$ cat src/rtl/pipe_track_pkg.sv
// rtl/pipe_track_pkg.sv - shared constants, slot type and BCD helper for the pipe track
package pipe_track_pkg;

  // Right-shifting Fibonacci form of x^16+x^14+x^13+x^11: feedback from bits 0,2,3,5.
  localparam logic [15:0] LFSR_SEED = 16'hACE1;
  localparam logic [15:0] LFSR_TAPS = 16'h002D;

  // Slot field widths; the track engine checks its X_W/GAP_W against these.
  localparam int SLOT_X_W       = 11;
  localparam int SLOT_GAP_W     = 2;
  localparam int BCD_MAX_DIGITS = 8;

  typedef struct packed {
    logic [SLOT_X_W-1:0]   x;
    logic [SLOT_GAP_W-1:0] gap;
  } pipe_slot_t;

  // Add one to the low n BCD digits; returns {carry_out_of_top_digit, next_digits}.
  function automatic logic [4*BCD_MAX_DIGITS:0] bcd_inc(input logic [4*BCD_MAX_DIGITS-1:0] digits,
                                                        input int n);
    logic [4*BCD_MAX_DIGITS-1:0] nxt;
    logic                        carry;
    nxt   = digits;
    carry = 1'b1;
    for (int d = 0; d < BCD_MAX_DIGITS; d++) begin
      if ((d < n) && carry) begin
        if (digits[4*d +: 4] == 4'd9) begin
          nxt[4*d +: 4] = 4'd0;
        end else begin
          nxt[4*d +: 4] = digits[4*d +: 4] + 4'd1;
          carry         = 1'b0;
        end
      end
    end
    return {carry, nxt};
  endfunction

endpackage

$ cat src/rtl/lfsr16.sv
// rtl/lfsr16.sv - 16-bit Fibonacci LFSR with synchronous reload and step enable
module lfsr16
  import pipe_track_pkg::*;
(
  input  logic        clk,
  input  logic        rst_n,
  input  logic        en,
  input  logic        load,
  output logic [15:0] q
);

  logic fb;

  assign fb = ^(q & LFSR_TAPS);

  // Reload wins over advance so a restart always begins from the seed.
  always_ff @(posedge clk or negedge rst_n) begin
    if (!rst_n) begin
      q <= LFSR_SEED;
    end else if (load) begin
      q <= LFSR_SEED;
    end else if (en) begin
      q <= {fb, q[15:1]};
    end
  end

endmodule

$ cat src/rtl/pipe_track_ram.sv
// rtl/pipe_track_ram.sv - scrolling pipe slots, respawn, BCD score and registered read port
module pipe_track_ram
  import pipe_track_pkg::*;
#(
  parameter int N_PIPES      = 4,
  parameter int X_W          = 11,
  parameter int SCREEN_W     = 640,
  parameter int PIPE_SPACING = 180,
  parameter int PIPE_W       = 40,
  parameter int BIRD_X       = 160,
  parameter int SPEED        = 2,
  parameter int DIV_MAX      = 4,
  parameter int GAP_W        = 2,
  parameter int SCORE_DIGITS = 2
) (
  input  logic                      clk,
  input  logic                      reset,
  input  logic                      count_EN,
  input  logic                      clear,
  input  logic [$clog2(N_PIPES):0]  rd_idx,
  output logic [X_W-1:0]            rd_x,
  output logic [GAP_W-1:0]          rd_gap,
  output logic                      rd_valid,
  output logic                      step,
  output logic [4*SCORE_DIGITS-1:0] Score,
  output logic                      score_wrap
);

  localparam int IDX_W   = $clog2(N_PIPES);
  localparam int DIV_W   = (DIV_MAX > 1) ? $clog2(DIV_MAX) : 1;
  localparam int SCORE_W = 4 * SCORE_DIGITS;
  localparam int BCD_W   = 4 * BCD_MAX_DIGITS;

  // x arithmetic runs one bit wider than storage so the respawn add cannot wrap early.
  localparam logic [X_W:0]       SPEED_X     = (X_W+1)'(SPEED);
  localparam logic [X_W:0]       RESPAWN_ADD = (X_W+1)'(N_PIPES * PIPE_SPACING - SPEED);
  localparam logic [X_W:0]       PIPE_W_X    = (X_W+1)'(PIPE_W);
  localparam logic [X_W:0]       BIRD_X_X    = (X_W+1)'(BIRD_X);
  localparam logic [DIV_W-1:0]   DIV_LAST    = DIV_W'(DIV_MAX - 1);
  localparam logic [IDX_W:0]     N_PIPES_IDX = (IDX_W+1)'(N_PIPES);

  if (N_PIPES < 2 || (N_PIPES & (N_PIPES - 1)) != 0) begin : g_chk_npipes
    $error("pipe_track_ram: N_PIPES must be a power of 2 and at least 2");
  end
  if (N_PIPES * PIPE_SPACING < SCREEN_W + PIPE_W) begin : g_chk_span
    $error("pipe_track_ram: N_PIPES*PIPE_SPACING must be at least SCREEN_W + PIPE_W");
  end
  if (SCREEN_W + N_PIPES * PIPE_SPACING >= (1 << X_W)) begin : g_chk_xw
    $error("pipe_track_ram: SCREEN_W + N_PIPES*PIPE_SPACING must fit in X_W bits");
  end
  if (X_W != SLOT_X_W || GAP_W != SLOT_GAP_W || SCORE_DIGITS > BCD_MAX_DIGITS) begin : g_chk_slot
    $error("pipe_track_ram: X_W/GAP_W/SCORE_DIGITS do not match the package slot and BCD sizes");
  end
  if (PIPE_SPACING <= SPEED) begin : g_chk_speed
    $error("pipe_track_ram: PIPE_SPACING must exceed SPEED");
  end

  pipe_slot_t         slot_q [N_PIPES];
  pipe_slot_t         slot_d [N_PIPES];
  logic [DIV_W-1:0]   div_q, div_d;
  logic [SCORE_W-1:0] score_q, score_d;
  logic               step_q, step_d;
  logic               wrap_q, wrap_d;
  logic [X_W-1:0]     rd_x_q;
  logic [GAP_W-1:0]   rd_gap_q;
  logic               rd_valid_q;
  logic               rd_hit;
  logic               any_respawn;
  logic               crossing;
  logic [15:0]        lfsr_q;
  logic [BCD_W:0]     inc_res;
  logic               unused_bits;

  function automatic pipe_slot_t init_slot(input int i);
    pipe_slot_t s;
    s.x   = X_W'(SCREEN_W + i * PIPE_SPACING);
    s.gap = GAP_W'(i);
    return s;
  endfunction

  lfsr16 u_lfsr (
    .clk  (clk),
    .rst_n(reset),
    .en   (step_d && any_respawn),
    .load (clear),
    .q    (lfsr_q)
  );

  assign step_d      = count_EN && (div_q == DIV_LAST);
  assign div_d       = !count_EN ? div_q : ((div_q == DIV_LAST) ? '0 : div_q + 1'b1);
  assign inc_res     = bcd_inc(BCD_W'(score_q), SCORE_DIGITS);
  assign score_d     = (step_d && crossing) ? inc_res[SCORE_W-1:0] : score_q;
  assign wrap_d      = step_d && crossing && inc_res[BCD_W];
  assign rd_hit      = (rd_idx < N_PIPES_IDX);
  assign unused_bits = ^{inc_res, lfsr_q};

  // Scroll or respawn every slot on a step and flag the pipe whose trailing edge passes the bird.
  always_comb begin
    logic [X_W:0] x_old;
    logic [X_W:0] x_new;
    x_old       = '0;
    x_new       = '0;
    any_respawn = 1'b0;
    crossing    = 1'b0;
    for (int i = 0; i < N_PIPES; i++) begin
      slot_d[i] = slot_q[i];
      x_old     = {1'b0, slot_q[i].x};
      if (x_old >= SPEED_X) begin
        x_new = x_old - SPEED_X;
      end else begin
        x_new = x_old + RESPAWN_ADD;
      end
      x_new = {1'b0, x_new[X_W-1:0]};
      if (step_d) begin
        slot_d[i].x = x_new[X_W-1:0];
        if (x_old < SPEED_X) begin
          slot_d[i].gap = lfsr_q[GAP_W-1:0] ^ GAP_W'(i);
          any_respawn   = 1'b1;
        end
        if ((x_old + PIPE_W_X > BIRD_X_X) && (x_new + PIPE_W_X <= BIRD_X_X)) begin
          crossing = 1'b1;
        end
      end
    end
  end

  // Track state and read port; clear restarts like reset, the read port samples pre-update slots.
  always_ff @(posedge clk or negedge reset) begin
    if (!reset) begin
      for (int i = 0; i < N_PIPES; i++) slot_q[i] <= init_slot(i);
      div_q      <= '0;
      score_q    <= '0;
      step_q     <= 1'b0;
      wrap_q     <= 1'b0;
      rd_x_q     <= '0;
      rd_gap_q   <= '0;
      rd_valid_q <= 1'b0;
    end else if (clear) begin
      for (int i = 0; i < N_PIPES; i++) slot_q[i] <= init_slot(i);
      div_q      <= '0;
      score_q    <= '0;
      step_q     <= 1'b0;
      wrap_q     <= 1'b0;
      rd_x_q     <= '0;
      rd_gap_q   <= '0;
      rd_valid_q <= 1'b0;
    end else begin
      for (int i = 0; i < N_PIPES; i++) slot_q[i] <= slot_d[i];
      div_q      <= div_d;
      score_q    <= score_d;
      step_q     <= step_d;
      wrap_q     <= wrap_d;
      rd_x_q     <= rd_hit ? slot_q[rd_idx[IDX_W-1:0]].x : '0;
      rd_gap_q   <= rd_hit ? slot_q[rd_idx[IDX_W-1:0]].gap : '0;
      rd_valid_q <= rd_hit;
    end
  end

  assign rd_x       = rd_x_q;
  assign rd_gap     = rd_gap_q;
  assign rd_valid   = rd_valid_q;
  assign step       = step_q;
  assign Score      = score_q;
  assign score_wrap = wrap_q;

endmodule

$ cat config.mk
export PLATFORM = sky130hd
export DESIGN_NAME = pipe_track_ram
export DESIGN_NICKNAME = d
export VERILOG_FILES = /design/src/rtl/pipe_track_pkg.sv /design/src/rtl/lfsr16.sv /design/src/rtl/pipe_track_ram.sv
export SDC_FILE = /design/constraint.sdc
export NUM_CORES = 1
export LEC_CHECK = 0
export BUFFER_PORTS_ARGS = -buffer_cell sky130_fd_sc_hd__buf_2
export CAP_MARGIN = 20
export CORE_MARGIN = 5
export CORE_UTILIZATION = 60
export DETAILED_ROUTE_END_ITERATION = 10
export HOLD_SLACK_MARGIN = 0.02
export PLACE_DENSITY = 0.8
export SYNTH_ARGS = -nofsm -noshare
export SYNTH_HDL_FRONTEND = slang
export SYNTH_SLANG_ARGS = --single-unit
$ cat constraint.sdc
create_clock -name clk -period 7 [get_ports clk]
set_input_delay 0.7 -clock clk [delete_from_list [all_inputs] [get_ports clk]]
set_output_delay 0.7 -clock clk [all_outputs]
set_load 0.02 [all_outputs]
==> impl_results.md <==
* Drt wl/cell at 17.8 um
* Avg Inst Size Synth at between 9 and 10 um2
* Min Tclk post-route at between 3000 and 4000 ps
* Die width at around 110 um
* Overflow after GRT at 0
* ANT nets after route at 0
* Int Pwr at about 700 uW
* First-pass GRT wire length at 20200 um
* Sw frac at 27.3%
* Crit start category: flip-flop
* #FFs+latches synth at 90
* Fillcell total at 715
* Power density cells at 166 nW/um2
* Slowest cell on the critical path: dfrtp_1
* Count of cell types in the netlist at 73
* Detailed-router iteration count before antenna repair at 4
* Seq pwr share at 56.2%
* I/O pin count at 31
* Antenna Cells at 0
* Die ar. at 11000 um2
* Vias in the first global route at 4114
* Ys Warns at 0
* Post-CTS Hold Buffers at 0
* Row Count at 34
* CTS tree: yes
* Root Driver: clkbuf_8
* Die height at 105 um
* Cells after synthesis at between 500 and 600
* Post-layout util at about two thirds
* Crit path max-delay family: compound AO/OA/AOI/OAI gates
* Post-Syn Area at roughly 5400 um2
* Number of CTS-inserted buffers at 9
* Largest net degree at the start of global routing at 65
* Initial Util at 61.8%
* Final Cycle Share at between 40% and 50%
* Synth Flop Type: dfrtp_1
* Worst-path clk slew at 90 ps
* CP cell instances: inv_1 -> ha_1 -> a211o_1 -> or4_4 -> mux2i_1 -> a2111oi_2 -> o32ai_4 -> o211ai_2 -> mux2_1
* FFs w/ async S/R, synth at 100%
* Nets at 581
* Clk sinks at 90
* Power share of the combinational group at 7.9%
* Status: completed
* Via count at 4203
* CP required at 7250 ps
* Worst Path Buf+Inv at 1
* Fmax at 302 MHz
* Clock Latency Late Sink at between 300 and 400 ps
* Worst hold slack at approximately 220 ps
* CTS resizes at 0
* Antenna violations before repair at 0
* Critical path arrival at ~3600 ps
* DR iter-0 viols at about 250
* Final setup viols at 0
* Final WL at 11900 um
* Setup Skew at 16.5 ps
* Gpl congestion at between 0.9 and 1
* Layout cell share with drive strength beyond 1 at 20.7%
* Via/cell ratio at 6.28
* Worst path depth at 9
* Max-cap violations at 0
* Worst-Margin Slew at 947 ps
* Hold Vio Cnt, Final at 0
* Syn Nets at 572
* Post-synth EDFFs at 0
* Clock tree buffer depth at 2
* Setup_tns at 0 ps
* Hpwl dp at 8310 um
* Static leakage at 0.00242 uW
* Min-delay worst type: in -> async
* Peak supply drop at 0.126 mV
* WS Path Type: reg -> reg
* Switching pwr at 262 uW
* Final slew viol count at 0
* Crit end category: flip-flop
* Clock power frac at about 36%
* # Post-CTS Setup Buffers at 0
* Max FO, Critical Path at 9
* PortBufs at 30
* Largest stage delay, worst path at between 500 and 600 ps
* RSZ-0062 raised after global routing: false
* GR Util All Layers at around 22%
* Seq/Total Area, Yosys at 42.3%
* Worst r2r path cells at 9
* Core Area at between 8000 and 9000 um2
* H-tree levels at 3
* Total chip power at 957 uW
* Area Growth Syn to Fin at 6.70%
* Rel. slew slack at 36.9%
* Drt drc at 0
==> state kept, by name, indices dropped and copies added, names as in the netlist <==
signal      cells
slot_q         48
rd_gap          2
Score           8
div_q           2
rd_valid        1
u_lfsr.q       16
step            1
rd_x           11
score_wrap      1
==> cell type report <==
cell class | count | area [um2] | area share, %
inverters | 20 | 75.1 | 1.30
clock buffers | 9 | 124 | 2.14
clock inverters | 7 | 73.8 | 1.28
multi-input cells | 402 | 2910 | 50.3
flip-flops and latches | 90 | 2290 | 39.6
well taps | 108 | 135 | 2.34
repair buffers | 33 | 175 | 3.03
==> layout by cell type, fill, tap and decap left out, types with 8 or more instances in the layout <==
cell type  instances
mux4_2            12
a22o_1             9
o211ai_1          10
dfstp_2           30
clkbuf_8           9
nand2_1           42
a21oi_1           16
xnor2_1           21
nor2_1            52
dfrtp_1           60
nor2b_1           11
and2_1            15
nand3_1           17
ha_1              18
or3_1              8
inv_1             19
nor3_1            26
buf_2             29
xor2_1            15
o21ai_0           20
==> metrics by stage <==
stage                     cells  setup slack (ps)  instance area, um2
after floorplan             547              3920                5420
after global placement      653              3580                5580
after detailed placement    653              3460                5580
after CTS                   669              3740                5780
after global routing        669              3550                5780
final                       669              3690                5780
==> worst paths after layout <==
check | startpoint | endpoint | slack, ps
max in group asynchronous | reset | Score[4] | 5690
setup / recovery | slot_q[44] | Score[4] | 3690
setup reg to reg | slot_q[44] | Score[4] | 3690
hold / removal | reset | rd_x[3] | 220
min in group clk | u_lfsr.q[12] | u_lfsr.q[11] | 500
hold reg to reg | u_lfsr.q[12] | u_lfsr.q[11] | 500
==> logic make-up after synthesis <==
group	synth area share [%]
other	0.0692
xor gates and xnor gates	5.82
AOI/OAI and AO/OA	14.6
adders and majority gates	4.16
buffers and inverters	4.07
muxes	7.76
and+or+nand+nor	21.3
DFF	42.3
==> layer usage <==
metal	vias to the layer above	track usage (%)	routed length, um
met3	18	4.38	831
li1	1989	-	-
met4	0	8.95	184
met1	2068	29.0	5050
met2	128	36.5	5820
met5	-	0	0
==> synthesized netlist by cell type (all sizes together) (6+ instances only) <==
cell type	count	area share, %
ha	18	4.2
o21ai	22	2.1
and2	15	1.7
a22o	9	1.5
nor4	8	1.0
nand3	17	1.6
nand2	42	2.9
dfstp	30	15
a21oi	16	1.5
xnor2	21	3.4
clkbuf	22	1.5
mux4	12	5.0
nor3	28	2.8
dfrtp	60	28
nor2	52	3.6
inv	19	1.3
mux2i	6	1.1
nor2b	11	1.3
xor2	15	2.4
o22a	7	1.1
buf	13	1.2
or4	6	1.1
or3	8	0.92
mux2	8	1.7
o211ai	12	1.8
==> power by group through the flow <==
stage	registers, uW	logic [uW]	clock network (uW)
6_report	538	76.0	343
5_1_grt	539	84.2	376
4_1_cts	538	77.0	350
3_5_place_dp	547	76.9	0
3_3_place_gp	547	75.5	0
2_1_floorplan	550	46.1	0
No activity file was read; power rests on OpenSTA's default activity.
